File: src/rtl/ahb_to_ri5cy.sv
// AHB-Lite slave to RI5CY req/gnt/rvalid memory bridge.
// One transfer outstanding; wait states until rvalid, two-cycle ERROR for illegal transfers.
module ahb_to_ri5cy #(
  parameter int AHB_ADDR_WIDTH = 32,
  parameter int AHB_DATA_WIDTH = 32
) (
  input  logic                      clk,
  input  logic                      rstn,
  input  logic                      hsel_i,
  input  logic [AHB_ADDR_WIDTH-1:0] haddr_i,
  input  logic [AHB_DATA_WIDTH-1:0] hwdata_i,
  input  logic                      hwrite_i,
  input  logic [2:0]                hsize_i,
  input  logic [2:0]                hburst_i,
  input  logic [3:0]                hprot_i,
  input  logic [1:0]                htrans_i,
  input  logic                      hmastlock_i,
  input  logic                      hready_i,
  output logic [AHB_DATA_WIDTH-1:0] hrdata_o,
  output logic                      hreadyout_o,
  output logic                      hresp_o,
  output logic                      req_o,
  output logic                      we_o,
  output logic [3:0]                be_o,
  output logic [31:0]               addr_o,
  output logic [31:0]               wdata_o,
  input  logic                      gnt_i,
  input  logic                      rvalid_i,
  input  logic [31:0]               rdata_i
);

  typedef enum logic [2:0] {
    S_IDLE,
    S_REQ,
    S_WAIT,
    S_DONE,
    S_ERR1,
    S_ERR2
  } state_e;

  state_e                      state_q, state_d;
  logic [31:0]                 addr_q, addr_d;
  logic                        we_q, we_d;
  logic [3:0]                  be_q, be_d;
  logic [AHB_DATA_WIDTH-1:0]   hrdata_q, hrdata_d;

  logic [31:0] haddr_ext;
  logic        accept;
  logic        legal;
  logic [3:0]  be_new;

  // Address is truncated or zero-extended to the 32-bit memory side.
  generate
    if (AHB_ADDR_WIDTH >= 32) begin : g_addr_trunc
      assign haddr_ext = haddr_i[31:0];
    end else begin : g_addr_ext
      assign haddr_ext = {{(32-AHB_ADDR_WIDTH){1'b0}}, haddr_i};
    end
  endgenerate

  logic unused_inputs;
  assign unused_inputs = ^{hburst_i, hprot_i, hmastlock_i, htrans_i[0]};

  assign accept = hsel_i & hready_i & htrans_i[1];

  always_comb begin
    legal  = 1'b0;
    be_new = 4'b0000;
    case (hsize_i)
      3'd0: begin
        legal  = 1'b1;
        be_new = 4'b0001 << haddr_ext[1:0];
      end
      3'd1: begin
        legal  = ~haddr_ext[0];
        be_new = haddr_ext[1] ? 4'b1100 : 4'b0011;
      end
      3'd2: begin
        legal  = (haddr_ext[1:0] == 2'b00);
        be_new = 4'b1111;
      end
      default: begin
        legal  = 1'b0;
        be_new = 4'b0000;
      end
    endcase
  end

  always_comb begin
    state_d  = state_q;
    addr_d   = addr_q;
    we_d     = we_q;
    be_d     = be_q;
    hrdata_d = hrdata_q;
    case (state_q)
      S_IDLE, S_DONE, S_ERR2: begin
        if (accept) begin
          if (legal) begin
            state_d = S_REQ;
            addr_d  = {haddr_ext[31:2], 2'b00};
            we_d    = hwrite_i;
            be_d    = be_new;
          end else begin
            state_d = S_ERR1;
          end
        end else begin
          state_d = S_IDLE;
        end
      end
      S_REQ: begin
        if (gnt_i) begin
          state_d = S_WAIT;
        end
      end
      S_WAIT: begin
        if (rvalid_i) begin
          state_d = S_DONE;
          // Write responses leave the last read data on the bus.
          if (!we_q) begin
            hrdata_d = rdata_i;
          end
        end
      end
      S_ERR1: state_d = S_ERR2;
      default: state_d = S_IDLE;
    endcase
  end

  always_ff @(posedge clk or negedge rstn) begin
    if (!rstn) begin
      state_q  <= S_IDLE;
      addr_q   <= '0;
      we_q     <= 1'b0;
      be_q     <= '0;
      hrdata_q <= '0;
    end else begin
      state_q  <= state_d;
      addr_q   <= addr_d;
      we_q     <= we_d;
      be_q     <= be_d;
      hrdata_q <= hrdata_d;
    end
  end

  assign req_o       = (state_q == S_REQ);
  assign hreadyout_o = !((state_q == S_REQ) || (state_q == S_WAIT) || (state_q == S_ERR1));
  assign hresp_o     = (state_q == S_ERR1) || (state_q == S_ERR2);
  assign hrdata_o    = hrdata_q;
  assign we_o        = we_q;
  assign be_o        = be_q;
  assign addr_o      = addr_q;
  assign wdata_o     = hwdata_i;

endmodule

File: config.mk
export PLATFORM = sky130hd
export DESIGN_NAME = ahb_to_ri5cy
export DESIGN_NICKNAME = d
export VERILOG_FILES = /design/src/rtl/ahb_to_ri5cy.sv
export SDC_FILE = /design/constraint.sdc
export NUM_CORES = 1
export LEC_CHECK = 0
export ABC_AREA = 1
export BUFFER_PORTS_ARGS = -buffer_cell sky130_fd_sc_hd__buf_2
export CAP_MARGIN = 15
export CORE_MARGIN = 5
export CORE_UTILIZATION = 43
export CTS_BUF_LIST = sky130_fd_sc_hd__clkbuf_2
export CTS_CLUSTER_SIZE = 14
export DETAILED_ROUTE_END_ITERATION = 7
export PLACE_DENSITY = 0.82
export REMOVE_ABC_BUFFERS = 1
export SLEW_MARGIN = 20
export SYNTH_ARGS = -nofsm -noshare
export SYNTH_HDL_FRONTEND = slang
export SYNTH_SLANG_ARGS = --single-unit
File: constraint.sdc
create_clock -name clk -period 1.8 [get_ports clk]
set_clock_uncertainty 0.2 [all_clocks]
set_input_delay 0.18 -clock clk [delete_from_list [all_inputs] [get_ports clk]]
set_output_delay 0.18 -clock clk [all_outputs]
set_load 0.005 [all_outputs]
==> reports/metrics.cfg <==
[logic_synthesis]
avgSynthCellArea_um2=8.70
yosysSeqAreaShare_pct=54.0
ys_top_cells_by_area=dfrtp_1 (54%), nand2_1 (18%), buf_4 (8.6%)
ys_warn_count=0
synth_top_cell_area_share_pct=54.0
syn-cell-area_um2=3250
synth.ff_latch_count=70
synth_cell_types=27
synthesis.instances=373
synth_largest_area_cell=dfrtp_1

[die]
coreArea_um2=7290
start_util_pct=44.5
dieArea_um2=9390
die_y_um=96.9
rows=31
io_pins=220
dieWidth_um=96.9

[setup_path]
worstPathRequired_ns=2.04
critPathKind=input port to register
regToRegEndpoint=addr_o[17]
cp-end-kind=register
critPathArrivalTime_ns=2.09
path_max_fanout=4
r2r_start=state_q[0]
cp-start-kind=input port
reg2reg_depth=9
r2r_slack_ns=-0.01

[grt]
grt_pass1_wl_um=18500
antenna_found_initial=0
track_usage_pct=25.4
grt_max_degree=38
overflow=0
grt_pass1_vias=3481

[hold_path]
min_to=we_o
hold_start=hsel_i
min_path_cells=8
worstHoldPathType=input port to register

[detailed_routing]
dr.pass1.iters=4
drtIter0Drc=158
drtAntennaViolNets=0
wl_per_cell_um=18.7
wirelength_um=12600
vias=3325
drc=0
viasPerCell=4.93

[sta]
max_freq_mhz=538
fin_setup_tns_ns=-0.141
final.setup.worst_slack_ns=-0.0583
rsz0062_at_grt=yes
setup_viol=10
drv_slew=0
finalCriticalPeriod_ns=1.86
report.final.hold_viol_count=0
fin_crit_sh_pct=103

[status]
violations=setup timing
outcome=finished with violations

[placement]
dp_hpwl_um=7600
place_area_um2=3800
io_buffers=144
dp_slack_ns=0.191
gp_congestion=0.812
placed_cells=573

[cells_and_area]
final_nets=687
fin_area_um2=4920
area_delta_synth_final_pct=51.5
antenna_cells=0
drive_above_1_share_pct=39.4
final_cells=675

[power_and_ir_drop]
power_per_cell_area_nw_per_um2=1190
peakVddDrop_mv=0.563
leakage_nw=2.75

[clocking]
ctsLongestPathBuffers=2
cts.clk_slew.worst_paths_ns=0.18
htreeDepth=3
cts_inserted_buffers=9
cts_tree=done
root_buffer=clkbuf_2
clk_latency_ns=0.46
cts.sinks=70

[flow_run]
maxCapViolations=0

[worst max-delay path, cell delays in order]
cell	delay, ns
buf_2	0.11
dlygate4sd3_1	0.61
nor3_2	0.33
nand3_1	0.11
dlygate4sd3_1	0.57
nand3_1	0.07
nand2_1	0.06
nand2_1	0.05
[metal layers]
| layer | global-route usage [%] | share of wire (%) | wire (µm) |
|---|---|---|---|
| met3 | 14.5 | 12 | 1560 |
| met4 | 13.9 | 4.1 | 514 |
| met1 | 24.2 | 33 | 4160 |
| met5 | 4.95 | 0 | 0 |
| met2 | 42.6 | 51 | 6400 |
[registers in the layout, indices dropped and copies added (netlist names)]
name	flops
we_o	1
state_q	3
hrdata_o	32
addr_o	30
be_o	4
[where the power goes]
part           switching [W]  internal (W)
sequential          0.000413       0.00221
clock               0.000522      0.000169
combinational        0.00132       0.00120
[worst max-delay path by stage]
stage               startpoint  slack, ns          end
floorplan                 we_o      -0.99  hrdata_o[0]
global placement    state_q[1]       0.27   addr_o[27]
detailed placement  state_q[0]       0.19    addr_o[8]
CTS                 state_q[0]      -0.03  hreadyout_o
global route        state_q[2]      -0.13  hreadyout_o
finish              hsize_i[2]      -0.06      be_o[3]
[layout make-up]
| class | instances | area [µm²] |
|---|---|---|
| Fill cell | 595 | 2370 |
| Sequential cell | 70 | 1750 |
| Timing Repair Buffer | 235 | 1710 |
| Multi-Input combinational cell | 243 | 1180 |
| Tap cell | 99 | 124 |
| Inverter | 12 | 71.3 |
| Clock buffer | 10 | 50.0 |
| Clock inverter | 6 | 28.8 |
[through the flow]
stage / util, % / total power [W] / hold slack, ns
floorplan: - / 0.00348 / -0.316
global placement: 52.2 / 0.00452 / -0.0384
detailed placement: 52.2 / 0.00463 / -0.0219
CTS: 64.8 / 0.00560 / 0.0447
global route: 67.5 / 0.00623 / 0.131
finish: 67.5 / 0.00583 / 0.153
[cell families after synthesis]
logic type | count (synthesis) | synth area share [%]
buf+inv | 61 | 13.0
other cells | 1 | 0.116
compound gates | 5 | 1.04
flops | 70 | 54.0
simple gates | 236 | 31.8
[cell usage in the layout, fill, tap and decap left out, drive strengths merged]
cell | Yosys | layout
nand4 | 1 | 1
o21a | 1 | 1
nor2 | 7 | 7
clkinvlp | 0 | 1
nand3b | 1 | 1
inv | 11 | 10
o21bai | 1 | 1
dlygate4sd3 | 0 | 77
nor3 | 2 | 2
clkbuf | 3 | 13
or2 | 1 | 1
dfrtp | 70 | 70
nand3 | 44 | 44
nand2 | 180 | 180
o21ai | 3 | 3
buf | 46 | 155
conb | 1 | 2
clkinv | 1 | 7
[cell usage after synthesis]
library cell    n
inv_2           2
buf_12          2
o21ai_2         1
nand3_2         2
nand2_4         1
inv_1           8
nor2_1          6
nand3_1        42
conb_1          1
nand2_2        21
or2_2           1
nand3b_2        1
nor2_4          1
o21a_1          1
nand2_1       158
nand4_1         1
o21ai_1         1
inv_8           1
nor3_1          2
o21bai_1        1
dfrtp_1        70
buf_6           1
clkbuf_1        3
buf_4          37
clkinv_1        1
o21ai_0         1
buf_2           6
[what timing repair did]
item | 4_1_cts | 5_1_grt
hold endpoints to repair | 140 | 0
pin swaps | 2 | 8
endpoints found under the setup margin | 1 | 9
resized for setup | 7 | 33
gates cloned | 0 | 3
hold buffers | 77 | 0
setup buffers | 5 | 1
Note: power is estimated with default switching activity, not from simulation.
